==> config.mk <==
export PLATFORM = sky130hd
export DESIGN_NAME = score_display_mux_flat
export DESIGN_NICKNAME = d
export VERILOG_FILES = /design/src/rtl/display_pkg.sv /design/src/rtl/score_display_mux_if.sv /design/src/rtl/seg7_encode.sv /design/src/rtl/score_display_mux.sv /design/src/flat_wrapper.sv
export SDC_FILE = /design/constraint.sdc
export NUM_CORES = 1
export LEC_CHECK = 0
export ABC_AREA = 0
export CAP_MARGIN = 20
export CORE_UTILIZATION = 60
export CTS_CLUSTER_DIAMETER = 40
export DETAILED_ROUTE_END_ITERATION = 10
export PLACE_DENSITY = 0.92
export SETUP_SLACK_MARGIN = 0.02
export SYNTH_ARGS = -nofsm -noshare
export SYNTH_HDL_FRONTEND = slang
export SYNTH_HIERARCHICAL = 1
export SYNTH_SLANG_ARGS = --single-unit
==> constraint.sdc <==
create_clock -name clock -period 6.8 [get_ports clock]
set_input_delay 2.04 -clock clock [delete_from_list [all_inputs] [get_ports clock]]
set_output_delay 2.04 -clock clock [all_outputs]
set_load 0.05 [all_outputs]
==> src/rtl/display_pkg.sv <==
// Shared types and constants for the score display engine.
// Modes, FSM states, segment constants and the BCD add-3 helper.
package display_pkg;

  typedef enum logic [1:0] {
    MODE_DEC   = 2'd0,
    MODE_SPLIT = 2'd1,
    MODE_HEX   = 2'd2,
    MODE_OFF   = 2'd3
  } mode_t;

  typedef enum logic [2:0] {
    ST_IDLE,
    ST_LOAD,
    ST_SHIFT,
    ST_SPLIT_LOAD,
    ST_COMMIT
  } state_t;

  localparam logic [6:0] SEG_BLANK = 7'h7F;
  localparam logic [6:0] SEG_DASH  = 7'h3F;

  function automatic logic [3:0] add3(
    input logic [3:0] n
  );
    return (n >= 4'd5) ? n + 4'd3 : n;
  endfunction

endpackage

==> src/rtl/score_display_mux_if.sv <==
// Value-select / display bus of the score display engine.
// master: drives values, select, mode, blank_en, update; slave: drives segments, busy, overflow.
interface score_display_mux_if #(
  parameter int NUM_CHANNELS = 4,
  parameter int VALUE_WIDTH  = 20,
  parameter int NUM_DIGITS   = 6,
  parameter int SEL_WIDTH    = 2
);

  logic [NUM_CHANNELS*VALUE_WIDTH-1:0] channel_values;
  logic [SEL_WIDTH-1:0]                channel_sel;
  logic [1:0]                          mode;
  logic                                blank_en;
  logic                                update;
  logic [NUM_DIGITS*7-1:0]             segments;
  logic                                busy;
  logic                                overflow;

  modport master (
    output channel_values,
    output channel_sel,
    output mode,
    output blank_en,
    output update,
    input  segments,
    input  busy,
    input  overflow
  );

  modport slave (
    input  channel_values,
    input  channel_sel,
    input  mode,
    input  blank_en,
    input  update,
    output segments,
    output busy,
    output overflow
  );

endinterface

==> src/rtl/seg7_encode.sv <==
// Hex nibble to active-low seven-segment pattern {g,f,e,d,c,b,a}.
// Ports: nibble (4-bit in), seg (7-bit out).
module seg7_encode (
  input  logic [3:0] nibble,
  output logic [6:0] seg
);

  always_comb begin
    seg = 7'h7F;
    unique case (nibble)
      4'h0: seg = 7'h40;
      4'h1: seg = 7'h79;
      4'h2: seg = 7'h24;
      4'h3: seg = 7'h30;
      4'h4: seg = 7'h19;
      4'h5: seg = 7'h12;
      4'h6: seg = 7'h02;
      4'h7: seg = 7'h78;
      4'h8: seg = 7'h00;
      4'h9: seg = 7'h10;
      4'hA: seg = 7'h08;
      4'hB: seg = 7'h03;
      4'hC: seg = 7'h46;
      4'hD: seg = 7'h21;
      4'hE: seg = 7'h06;
      4'hF: seg = 7'h0E;
    endcase
  end

endmodule

==> src/rtl/score_display_mux.sv <==
// Serial value-to-7-segment display engine (double-dabble BCD, split, hex, off).
// Ports: clock, reset_n (async low), bus (slave: values/sel/mode/blank_en/update in; segments/busy/overflow out).
module score_display_mux #(
  parameter int NUM_CHANNELS = 4,
  parameter int VALUE_WIDTH  = 20,
  parameter int NUM_DIGITS   = 6,
  parameter int SEL_WIDTH    = 2
) (
  input  logic                clock,
  input  logic                reset_n,
  score_display_mux_if.slave  bus
);

  import display_pkg::*;

  localparam int W  = VALUE_WIDTH;
  localparam int HW = W / 2;
  localparam int D  = NUM_DIGITS;
  localparam int HD = D / 2;
  localparam int BW = 4 * D;
  localparam int CW = $clog2(W + 1);

  state_t          state_q, state_d;
  logic [W-1:0]    sel_val;
  logic [W-1:0]    sh_val;
  mode_t           sh_mode;
  logic            sh_blank;
  logic            pend;
  logic [W-1:0]    sr;
  logic [BW-1:0]   bcd;
  logic [BW-1:0]   bcd_adj;
  logic [BW-1:0]   bcd_next;
  logic [4*HD-1:0] lo_bcd;
  logic            ovf_run;
  logic            ovf_lo;
  logic            phase_hi;
  logic            shift_out;
  logic [CW-1:0]   cnt;
  logic            sample;
  logic [D*7-1:0]  seg_q;
  logic            ovf_q;
  logic [BW-1:0]   nib;
  logic [D*7-1:0]  enc;
  logic [D*7-1:0]  seg_next;
  logic [D-1:0]    blank_d;
  logic [D-1:0]    dash_d;
  logic            ovf_next;
  logic            lead;

  // Out-of-range selects read as zero.
  always_comb begin
    sel_val = '0;
    for (int k = 0; k < NUM_CHANNELS; k++) begin
      if (bus.channel_sel == SEL_WIDTH'(k)) begin
        sel_val = bus.channel_values[k*W +: W];
      end
    end
  end

  always_ff @(posedge clock or negedge reset_n) begin
    if (!reset_n) state_q <= ST_IDLE;
    else          state_q <= state_d;
  end

  always_comb begin
    state_d = state_q;
    unique case (state_q)
      ST_IDLE:
        if (bus.update) state_d = ST_LOAD;
      ST_LOAD:
        if (sh_mode == MODE_HEX || sh_mode == MODE_OFF)
          state_d = ST_COMMIT;
        else
          state_d = ST_SHIFT;
      ST_SHIFT:
        if (cnt == CW'(1)) begin
          if (sh_mode == MODE_SPLIT && !phase_hi)
            state_d = ST_SPLIT_LOAD;
          else
            state_d = ST_COMMIT;
        end
      ST_SPLIT_LOAD:
        state_d = ST_SHIFT;
      ST_COMMIT:
        if (pend || bus.update) state_d = ST_LOAD;
        else                    state_d = ST_IDLE;
      default:
        state_d = ST_IDLE;
    endcase
  end

  assign sample = (state_q == ST_IDLE && bus.update) ||
                  (state_q == ST_COMMIT && (pend || bus.update));

  // One double-dabble step; in split mode only the low field is live,
  // so the bit leaving that field is the overflow and is masked off.
  always_comb begin
    for (int i = 0; i < D; i++) begin
      bcd_adj[4*i +: 4] = add3(bcd[4*i +: 4]);
    end
    bcd_next = {bcd_adj[BW-2:0], sr[W-1]};
    shift_out = bcd_adj[BW-1];
    if (sh_mode == MODE_SPLIT) begin
      shift_out = bcd_adj[4*HD-1];
      bcd_next[BW-1:4*HD] = '0;
    end
  end

  always_ff @(posedge clock or negedge reset_n) begin
    if (!reset_n) begin
      sh_val   <= '0;
      sh_mode  <= MODE_DEC;
      sh_blank <= 1'b0;
      pend     <= 1'b0;
      sr       <= '0;
      bcd      <= '0;
      lo_bcd   <= '0;
      ovf_run  <= 1'b0;
      ovf_lo   <= 1'b0;
      phase_hi <= 1'b0;
      cnt      <= '0;
      seg_q    <= {D{SEG_BLANK}};
      ovf_q    <= 1'b0;
    end else begin
      if (sample) begin
        sh_val   <= sel_val;
        sh_mode  <= mode_t'(bus.mode);
        sh_blank <= bus.blank_en;
      end
      if (state_q == ST_COMMIT)
        pend <= 1'b0;
      else if (state_q != ST_IDLE && bus.update)
        pend <= 1'b1;
      unique case (state_q)
        ST_LOAD: begin
          bcd      <= '0;
          ovf_run  <= 1'b0;
          phase_hi <= 1'b0;
          if (sh_mode == MODE_SPLIT) begin
            sr  <= {sh_val[HW-1:0], {(W-HW){1'b0}}};
            cnt <= CW'(HW);
          end else begin
            sr  <= sh_val;
            cnt <= CW'(W);
          end
        end
        ST_SHIFT: begin
          bcd     <= bcd_next;
          sr      <= sr << 1;
          ovf_run <= ovf_run | shift_out;
          cnt     <= cnt - CW'(1);
        end
        ST_SPLIT_LOAD: begin
          lo_bcd   <= bcd[4*HD-1:0];
          ovf_lo   <= ovf_run;
          bcd      <= '0;
          ovf_run  <= 1'b0;
          phase_hi <= 1'b1;
          sr       <= {sh_val[W-1:HW], {(W-HW){1'b0}}};
          cnt      <= CW'(HW);
        end
        ST_COMMIT: begin
          seg_q <= seg_next;
          ovf_q <= ovf_next;
        end
        default: ;
      endcase
    end
  end

  for (genvar g = 0; g < D; g++) begin : g_enc
    seg7_encode u_enc (
      .nibble (nib[4*g +: 4]),
      .seg    (enc[7*g +: 7])
    );
  end

  // Digit contents at commit: dashes beat blanking beat the encoder.
  always_comb begin
    nib      = bcd;
    ovf_next = 1'b0;
    dash_d   = '0;
    blank_d  = '0;
    lead     = 1'b1;
    seg_next = '0;
    unique case (sh_mode)
      MODE_DEC: begin
        ovf_next = ovf_run;
        dash_d   = {D{ovf_run}};
      end
      MODE_SPLIT: begin
        nib      = {bcd[4*HD-1:0], lo_bcd};
        ovf_next = ovf_run | ovf_lo;
        dash_d   = {{(D-HD){ovf_run}}, {HD{ovf_lo}}};
      end
      MODE_HEX: nib = BW'(sh_val);
      MODE_OFF: blank_d = '1;
    endcase
    if (sh_blank && (sh_mode == MODE_DEC || sh_mode == MODE_SPLIT)) begin
      for (int d = D - 1; d >= 0; d--) begin
        if (sh_mode == MODE_SPLIT && d == HD - 1) lead = 1'b1;
        if (nib[4*d +: 4] != 4'd0) lead = 1'b0;
        if (d != 0 && !(sh_mode == MODE_SPLIT && d == HD))
          blank_d[d] = lead;
      end
    end
    for (int d = 0; d < D; d++) begin
      if (dash_d[d])       seg_next[7*d +: 7] = SEG_DASH;
      else if (blank_d[d]) seg_next[7*d +: 7] = SEG_BLANK;
      else                 seg_next[7*d +: 7] = enc[7*d +: 7];
    end
  end

  assign bus.segments = seg_q;
  assign bus.overflow = ovf_q;
  assign bus.busy     = (state_q != ST_IDLE);

endmodule

==> src/flat_wrapper.sv <==
// flat-port wrapper written by rule: the top's interface ports become plain ports
module score_display_mux_flat import display_pkg::*;
#(
  parameter int NUM_CHANNELS = 4,
  parameter int VALUE_WIDTH  = 20,
  parameter int NUM_DIGITS   = 6,
  parameter int SEL_WIDTH    = 2
)
  (clock, reset_n, bus_channel_values, bus_channel_sel, bus_mode, bus_blank_en, bus_update, bus_segments, bus_busy, bus_overflow);
  score_display_mux_if #(.NUM_CHANNELS(NUM_CHANNELS), .VALUE_WIDTH(VALUE_WIDTH), .NUM_DIGITS(NUM_DIGITS), .SEL_WIDTH(SEL_WIDTH)) bus_i ();
  input  logic clock;
  input  logic reset_n;
  input wire logic [$bits(bus_i.channel_values)-1:0] bus_channel_values;
  input wire logic [$bits(bus_i.channel_sel)-1:0] bus_channel_sel;
  input wire logic [$bits(bus_i.mode)-1:0] bus_mode;
  input wire logic [$bits(bus_i.blank_en)-1:0] bus_blank_en;
  input wire logic [$bits(bus_i.update)-1:0] bus_update;
  output wire logic [$bits(bus_i.segments)-1:0] bus_segments;
  output wire logic [$bits(bus_i.busy)-1:0] bus_busy;
  output wire logic [$bits(bus_i.overflow)-1:0] bus_overflow;
  assign bus_i.channel_values = bus_channel_values;
  assign bus_i.channel_sel = bus_channel_sel;
  assign bus_i.mode = bus_mode;
  assign bus_i.blank_en = bus_blank_en;
  assign bus_i.update = bus_update;
  assign bus_segments = bus_i.segments;
  assign bus_busy = bus_i.busy;
  assign bus_overflow = bus_i.overflow;
  score_display_mux #(.NUM_CHANNELS(NUM_CHANNELS), .VALUE_WIDTH(VALUE_WIDTH), .NUM_DIGITS(NUM_DIGITS), .SEL_WIDTH(SEL_WIDTH)) u_core (.clock(clock), .reset_n(reset_n), .bus(bus_i));
endmodule
==> flow_summary.toml, run 1 <==
[global_routing]
antenna_found_initial = 0
grt_pass1_vias = 7418
grt_overflow = 0
grt.total_usage_pct = 31.7
maximum_number_of_pins_on_one_net_before_global_route_repair = 51
grt_first_pass_wirelength_mm = 36.7

[timing]
timing.final.hold_violations = 0
timing.final.crit_share_pct = 69.8
finalMaxSlewViolations = 0
layout_min_cycle_time_ns = 4.75
setup_violations = 0
worst_pin_slew_ns = 1.14
timing.hold.ws_ns = 0.476
layout_setup_ws_ns = 2.05
fin_worst_skew_ns = 0.00616
achievable-frequency_mhz = 211
fin_tns_setup_ns = 0
grt_setup_unrepaired = "false"
slew_headroom_pct = 23.7

[min_path]
depth_of_the_worst_hold_timing_path = 2
worst_hold_path.endpoint = "u_core/sr[0]"
hold_path_class = "reg2reg"
worst_hold_startpoint = "u_core/sr[0]"

[setup_path]
setup.worst_path.end_class = "output port"
start_kind = "flop"
path_delay_family = "buffers and inverters"
worstReg2RegStart = "u_core/sh_mode[0]"
worst-path-buf-inv = 2
ff2ff_path_depth = 9
cp.required_ns = 4.76
slowest_delay_ns = 0.83
crit-reg2reg-capture = "u_core/bus.segments[31]"
path_class = "reg2out"
cp_slowest_cell = "clkdlybuf4s50_1"
cp_cell_sequence = "clkinv_1, nand2_1, clkdlybuf4s50_1"
ff2ff_setup_slack_ns = 3.31
highest_net_fanout_along_the_worst_path = 21
worst_ep_arrival_time_ns = 2.71

[finish]
layout.area.seq_mm2 = 0.00341
layoutNonFillerInstCount = 1160
antenna_cells_inserted = 0
multi_input_area_mm2 = 0.00481
drive_above_1_share_pct = 16.5
final.fill_count = 896
final_nets = 1115
layout-area-overhead-vs-synth_pct = 22.1

[route]
detailroute.via_count = 7473
drt-pass1-iter-count = 5
postRouteAntennaNets = 0
viasPerCell = 6.44
drcViolationCount = 0
wl_mm = 22.5
drt_iter0_drc = 737
wire_per_inst_um = 19.4

[cts]
numCtsBuffers = 17
clk_root_buffer_cell = "clkbuf_16"
clock_latency_ns = 0.42
htree_levels = 4
clock_sink_count = 134
cts.clk_slew.worst_paths_ns = 0.06
postCtsSetupBuffers = 0
post_cts_resize_count = 0
hold_buffers = 0
clockBufferDepth = 2
cts_tree = "done"

[place]
detailedPlace.worstSlack_ns = 2.50
dp.final_hpwl_mm = 15.7
buffer_ports.inserted = 131
dpl.cell_count = 1124
placer_congestion_estimate = 0.941

[floorplan]
ioPinCount = 132
initial_core_utilization_pct = 62.2
rows = 43
die_footprint_mm2 = 0.0150
coreArea_mm2 = 0.0140
die_h_um = 123
fp.dieW_um = 123

[synthesis]
netlist_instances = 865
post_synthesis_cell_area_mm2 = 0.00873
ys_seq_area_share_pct = 39.0
syn_nets = 1013
synth-main-ff-cell = "dfrtp_1"
async_reset_ff_share_pct = 100
post_synthesis_register_bit_count = 134
number_of_flops_mapped_to_enable_cells_by_yosys = 0
synth-warning-count = 6
yosys.cell_types.count = 60
mean_instance_size_in_the_synthesized_netlist_um2 = 10.1

[status]
status = "complete, no violations"

[flow_run]
maxCapViolCount = 0
## metrics by stage
step | area, um2 | util [%]
floorplan | 8730 | -
finish | 10700 | 75.9
detailed placement | 10000 | 71.2
global placement | 10000 | 71.2
CTS | 10600 | 75.6
global route | 10700 | 75.9
## cells by family after synthesis
| family | synth area share (%) |
|---|---|
| buf+inv | 6.06 |
| simple gates | 10.7 |
| flops | 39.0 |
| mux | 14.1 |
| fa+ha+maj | 8.60 |
| compound gates | 20.6 |
| xor+xnor | 0.903 |
## layer usage
layer	global-route usage, %	wire length, um	vias up
met3	5.95	1750	70
met5	0	0	-
li1	-	-	3359
met1	39.5	8610	3649
met4	16.2	848	0
met2	52.8	11300	395
## state kept, by name (all words and copies together), names as in the netlist
| register | flops |
|---|---|
| u_core/lo_bcd | 12 |
| u_core/sh_blank | 1 |
| u_core/bus.overflow | 1 |
| u_core/sh_mode | 2 |
| u_core/phase_hi | 1 |
| u_core/pend | 1 |
| u_core/sr | 20 |
| u_core/cnt | 5 |
| u_core/bus.segments | 42 |
| u_core/bcd | 24 |
| u_core/ovf_run | 1 |
| u_core/state_q | 3 |
| u_core/ovf_lo | 1 |
| u_core/sh_val | 20 |
## synthesized netlist by cell type, types with 20 or more instances
| master | count | area share [%] |
|---|---|---|
| a21oi_1 | 69 | 4.0 |
| a22oi_1 | 25 | 2.2 |
| clkbuf_1 | 30 | 1.3 |
| dfrtp_1 | 92 | 26 |
| dfstp_2 | 42 | 13 |
| ha_1 | 60 | 8.6 |
| inv_1 | 49 | 2.1 |
| mux2_2 | 34 | 4.4 |
| mux2i_1 | 24 | 2.8 |
| mux4_2 | 20 | 5.2 |
| nand2_1 | 61 | 2.6 |
| nor2_1 | 87 | 3.7 |
| o21ai_0 | 55 | 3.2 |
| o22a_1 | 31 | 3.1 |
## worst max-delay path by stage
stage | startpoint | endpoint | slack (ns) | depth (start not counted)
floorplan | bus_channel_sel[0] | u_core/sh_val[10] | 3.31 | 3
global placement | u_core/state_q[2] | bus_busy | 2.61 | 3
detailed placement | u_core/state_q[2] | bus_busy | 2.50 | 3
CTS | u_core/state_q[2] | bus_busy | 2.06 | 3
global route | u_core/state_q[2] | bus_busy | 1.92 | 3
finish | u_core/state_q[2] | bus_busy | 2.05 | 3
## tightest hold or removal path, cell delays in order, from the launching register on
cell and delay [ns]:
dfrtp_1 0.34, nand2_1 0.05, nand2_1 0.05
## final cells by class
class	instances	area share, %
multi-input cells	620	45.1
flip-flops and latches	134	32.0
repair buffers	144	13.3
clock buffers	18	4.03
well taps	180	2.11
inverters	50	1.76
clock inverters	14	1.73
## cells in the final DEF (no fill, tap or decap), types with 17 or more instances in the layout
cell / instances
ha_1: 60
a22oi_1: 25
clkdlybuf4s50_1: 130
inv_1: 49
clkbuf_16: 17
nand2_1: 61
o22a_1: 31
nor2_1: 85
dfstp_2: 42
a21oi_1: 69
o21ai_0: 55
mux2i_1: 24
mux2_2: 34
dfrtp_1: 92
mux4_2: 20
Power of run 1 is not shown: default switching activity piles up to over one toggle a cycle in this logic, so the estimate is an artifact.
==> run 2: changes to the inputs <==
--- a/config.mk
+++ b/config.mk
@@ -7,10 +7,10 @@
 export LEC_CHECK = 0
 export ABC_AREA = 0
 export CAP_MARGIN = 20
-export CORE_UTILIZATION = 60
+export CORE_UTILIZATION = 55
 export CTS_CLUSTER_DIAMETER = 40
 export DETAILED_ROUTE_END_ITERATION = 10
-export PLACE_DENSITY = 0.92
+export PLACE_DENSITY = 0.86
 export SETUP_SLACK_MARGIN = 0.02
 export SYNTH_ARGS = -nofsm -noshare
 export SYNTH_HDL_FRONTEND = slang
==> constraint.sdc (replaced) <==
create_clock -name clock -period 4.6 [get_ports clock]
set_input_delay 1.38 -clock clock [delete_from_list [all_inputs] [get_ports clock]]
set_output_delay 1.38 -clock clock [all_outputs]
set_load 0.05 [all_outputs]
==> run 2 against run 1 <==
Effect of this change: sequential cell count unchanged; critical endpoint unchanged; count of clock-buffer cells in the layout increased by 3; non-clock buffer count grew 6; hold slack got worse by 0.012 ns; routed wire length shrank 4.0%; first-iteration DRC count is 15% lower; global-route usage fell by 3.7 points; worst setup slack worse by 1.5 ns; clock skew hardly changed; via count is 1.6% lower; die area up 8.9%.
==> flow_summary.toml, run 2 (same netlist as run 1, synthesis figures left out) <==
[status]
status = "complete, no violations"

[floorplan]
rows = 45
fp.dieW_um = 128
coreArea_mm2 = 0.0154
initial_core_utilization_pct = 56.8
die_footprint_mm2 = 0.0164
ioPinCount = 132
die_h_um = 128

[route]
drcViolationCount = 0
detailroute.via_count = 7355
wire_per_inst_um = 18.0
drt_iter0_drc = 625
drt-pass1-iter-count = 5
postRouteAntennaNets = 0
viasPerCell = 6.14
wl_mm = 21.6

[min_path]
worst_hold_startpoint = "u_core/bus.segments[41]"
hold_path_class = "reg2reg"

[finish]
layoutNonFillerInstCount = 1197
mostFrequentLayoutCell = "clkdlybuf4s50_1"
final.fill_count = 1066
antenna_cells_inserted = 0
largest_register_ffs = 42
mostFrequentLayoutCells = "clkdlybuf4s50_1, dfrtp_1, nor2_1, a21oi_1, nand2_1"
drive_above_1_share_pct = 17.0
final_nets = 1121
layout-area-overhead-vs-synth_pct = 23.6

[timing]
timing.final.crit_share_pct = 89.0
fin_worst_skew_ns = 0.00631
fin_tns_setup_ns = 0
worst_pin_slew_ns = 1.09
grt_setup_unrepaired = "false"
slew_headroom_pct = 26.7
timing.final.hold_violations = 0
finalMaxSlewViolations = 0
layout_min_cycle_time_ns = 4.09
setup_violations = 0
achievable-frequency_mhz = 244

[cts]
cts_tree = "done"
clockBufferDepth = 2
postCtsSetupBuffers = 0
hold_buffers = 0
numCtsBuffers = 17
cts.clk_slew.worst_paths_ns = 0.06
post_cts_resize_count = 0
clk_root_buffer_cell = "clkbuf_16"
clock_latency_ns = 0.42
clock_sink_count = 134
htree_levels = 4

[flow_run]
maxCapViolCount = 0

[setup_path]
worstReg2RegStart = "u_core/sh_mode[0]"
start_kind = "flop"
highest_net_fanout_along_the_worst_path = 21
cp_slowest_cell = "dfrtp_1"
cp_cell_sequence = "clkinv_1, nand2_1, clkdlybuf4s50_1"
setup.worst_path.end_class = "output port"
slowest_delay_ns = 0.84
cp.required_ns = 3.22
path_class = "reg2out"
worst_ep_arrival_time_ns = 2.71
crit_path_start = "u_core/state_q[2]"

[global_routing]
grt_overflow = 0
grt_pass1_vias = 7154
antenna_found_initial = 0
grt.total_usage_pct = 28.0
grt_first_pass_wirelength_mm = 36.0
maximum_number_of_pins_on_one_net_before_global_route_repair = 63

[place]
dpl.cell_count = 1163
dp.final_hpwl_mm = 15.3
placer_congestion_estimate = 0.856
buffer_ports.inserted = 131
-- run 2: worst paths after layout --
kind	endpoint	slack [ns]	cells after the start
max in group asynchronous	u_core/bus.segments[20]	2.64	2
worst max-delay path	bus_busy	0.51	3
min in group asynchronous	u_core/bus.overflow	1.05	1
worst min-delay path	u_core/bus.segments[41]	0.46	2
worst max register to register	u_core/bus.segments[27]	1.13	10
worst min register to register	u_core/bus.segments[41]	0.46	2
-- run 2: final cells by class --
type                    instances  area (um2)  share of cell area (%)
multi-input cells             620        4810                    44.6
flip-flops and latches        134        3410                    31.6
repair buffers                150        1500                    13.9
clock buffers                  21         470                    4.36
well taps                     211         264                    2.45
inverters                      50         188                    1.74
clock inverters                11         149                    1.38
-- run 2: layer usage --
metal | vias to the layer above | part of all wire [%] | global-route usage, %
met5 | - | 0 | 0
met4 | 0 | 2.0 | 9.55
met3 | 42 | 8.9 | 6.30
met2 | 354 | 49 | 46.3
met1 | 3576 | 40 | 36.4
li1 | 3383 | - | -
-- run 2: worst max-delay path, delay by kind of cell (launching register included) --
family	cells	cell delay, ns
DFF	1	0.84
buffers and inverters	2	1.27
and+or+nand+nor	1	0.17
-- run 2: stage by stage --
stage               hold WS (ns)  setup slack [ns]  utilization (%)  instance area (um2)
floorplan                  0.439              1.46                -                 8730
global placement           0.445              1.06             65.8                10100
detailed placement         0.452             0.999             65.8                10100
CTS                        0.465             0.542             69.8                10700
global route               0.484             0.338             70.2                10800
finish                     0.464             0.508             70.2                10800
Power of run 2 is left out for the same reason.
==> run 3: changes to the inputs <==
==> constraint.sdc (replaced) <==
create_clock -name clock -period 3.95 [get_ports clock]
set_input_delay 1.185 -clock clock [delete_from_list [all_inputs] [get_ports clock]]
set_output_delay 1.185 -clock clock [all_outputs]
set_load 0.05 [all_outputs]
==> run 3 against run 2 <==
Effect of this change: global-route usage is 0.32 points lower; critical path depth increased by 1; register-to-register slack lost 0.54 ns; sequential share of layout area hardly changed; die area unchanged; count of clock-buffer cells in the layout increased by 3; utilization is 0.073 points lower; critical endpoint unchanged; largest cell class unchanged.
==> flow_summary.toml, run 3 (same netlist as run 1, synthesis figures left out) <==
[finish]
drive_above_1_share_pct = 17.7
largest_register_ffs = 42
mostFrequentLayoutCells = "clkdlybuf4s50_1, dfrtp_1, nor2_1, a21oi_1, nand2_1"
final_nets = 1134
antenna_cells_inserted = 0
final.fill_count = 1127
mostFrequentLayoutCell = "clkdlybuf4s50_1"
layout-area-overhead-vs-synth_pct = 23.5
final_util_pct = 70.1

[route]
postRouteAntennaNets = 0
wl_mm = 21.4
drt-pass1-iter-count = 5
viasPerCell = 6.05
wire_per_inst_um = 17.7
drt_iter0_drc = 674
drcViolationCount = 0
detailroute.via_count = 7320

[power]
switching_share_pct = 46.9
power_leakage_nw = 4.46
power.net_switching_w = 0.00519
vdd_drop_max_uv = 495
p_comb_share_pct = 63.5
power-per-cell-area_mw_per_mm2 = 1030
internal_power_w = 0.00588
power_frac_clock_pct = 13.5
power_frac_seq_pct = 23.0

[setup_path]
cp_cell_sequence = "buf_4, clkinv_1, nand2_1, clkdlybuf4s50_1"
worst-path-buf-inv = 3
setup.worst_path.end_class = "output port"
cp.required_ns = 2.76
path_delay_family = "buffers and inverters"
worst_ep_arrival_time_ns = 2.32
slowest_delay_ns = 0.83
cp_slowest_cell = "clkdlybuf4s50_1"
start_kind = "flop"
path_class = "reg2out"
highest_net_fanout_along_the_worst_path = 21

[timing]
timing.final.crit_share_pct = 88.7
fin_worst_skew_ns = 0.0104
grt_setup_unrepaired = "false"
worst_pin_slew_ns = 0.796
fin_tns_setup_ns = 0
layout_min_cycle_time_ns = 3.51
achievable-frequency_mhz = 285
finalMaxSlewViolations = 0
slew_headroom_pct = 46.9
timing.final.hold_violations = 0
setup_violations = 0

[cts]
clockBufferDepth = 2
numCtsBuffers = 17
clock_sink_count = 134
cts.clk_slew.worst_paths_ns = 0.05
hold_buffers = 0
clock_latency_ns = 0.42
post_cts_resize_count = 0
cts_tree = "done"
postCtsSetupBuffers = 0
htree_levels = 4
clk_root_buffer_cell = "clkbuf_16"

[floorplan]
ioPinCount = 132
fp.dieW_um = 128
initial_core_utilization_pct = 56.8
die_footprint_mm2 = 0.0164
rows = 45
die_h_um = 128
coreArea_mm2 = 0.0154

[global_routing]
antenna_found_initial = 0
grt.total_usage_pct = 27.7
grt_first_pass_wirelength_mm = 35.1
maximum_number_of_pins_on_one_net_before_global_route_repair = 53
grt_overflow = 0
grt_pass1_vias = 7004

[place]
placer_congestion_estimate = 0.905
dp.final_hpwl_mm = 15.7
buffer_ports.inserted = 131

[flow_run]
maxCapViolCount = 0

[status]
status = "complete, no violations"

[min_path]
hold_path_class = "reg2reg"
run 3: changes by cell type in the layout (fill, tap and decap cells not counted), moves of 2 or more:
cell and change:
clkinvlp_4 -2, clkinv_4 -3, clkbuf_1 +4, buf_4 +15, bufinv_16 -2, buf_16 -2
inv_4 +4, clkbuf_8 -2
run 3: layer usage:
layer	part of all wire (%)	up-vias	GRT usage, %
met4	3.2	0	11.6
met3	7.6	56	6.72
met1	41	3522	35.4
met2	48	332	45.1
met5	0	-	0
li1	-	3410	-
run 3: area by class of cell:
cell class              count  area, um2  share of cell area, %
well taps                 211        264                   2.45
multi-input cells         620       4800                   44.6
clock inverters             8       72.6                  0.673
inverters                  50        188                   1.74
flip-flops and latches    134       3410                   31.6
clock buffers              24        483                   4.48
repair buffers            163       1560                   14.5
run 3: tightest hold or removal path, cell delays in order (launching register included):
cell and delay [ns]:
dfstp_2 0.37, nand2_1 0.05, nand2_1 0.04
run 3: power by group through the flow:
stage / sequential [W] / combinational [W] / clock, W
after detailed placement: 0.00256 / 0.00691 / 0
after floorplan: 0.00321 / 0.00456 / 0
final: 0.00255 / 0.00703 / 0.00150
after global routing: 0.00261 / 0.00768 / 0.00158
after CTS: 0.00254 / 0.00696 / 0.00152
after global placement: 0.00253 / 0.00666 / 0
run 3: per-stage QoR:
stage	setup slack, ns	std cells	hold slack [ns]	area, um2	power [W]
after floorplan	0.812	865	0.439	8730	0.00776
after CTS	0.460	1210	0.472	10800	0.0110
after global routing	0.350	1210	0.479	10800	0.0119
final	0.445	1210	0.471	10800	0.0111
after detailed placement	0.626	1178	0.464	10200	0.00946
after global placement	0.780	1178	0.454	10200	0.00920
run 3: worst paths after layout:
path | from | endpoint | slack (ns) | cells after the start
max | u_core/state_q[2] | bus_busy | 0.44 | 4
min | u_core/bus.segments[41] | u_core/bus.segments[41] | 0.47 | 2
max reg2reg | u_core/sh_mode[0] | u_core/bus.segments[38] | 0.59 | 9
min reg2reg | u_core/bus.segments[41] | u_core/bus.segments[41] | 0.47 | 2
max in group asynchronous | reset_n | u_core/bus.segments[14] | 2.43 | 2
min in group asynchronous | reset_n | u_core/bcd[21] | 0.75 | 1
(Power assumes the default switching activity.)
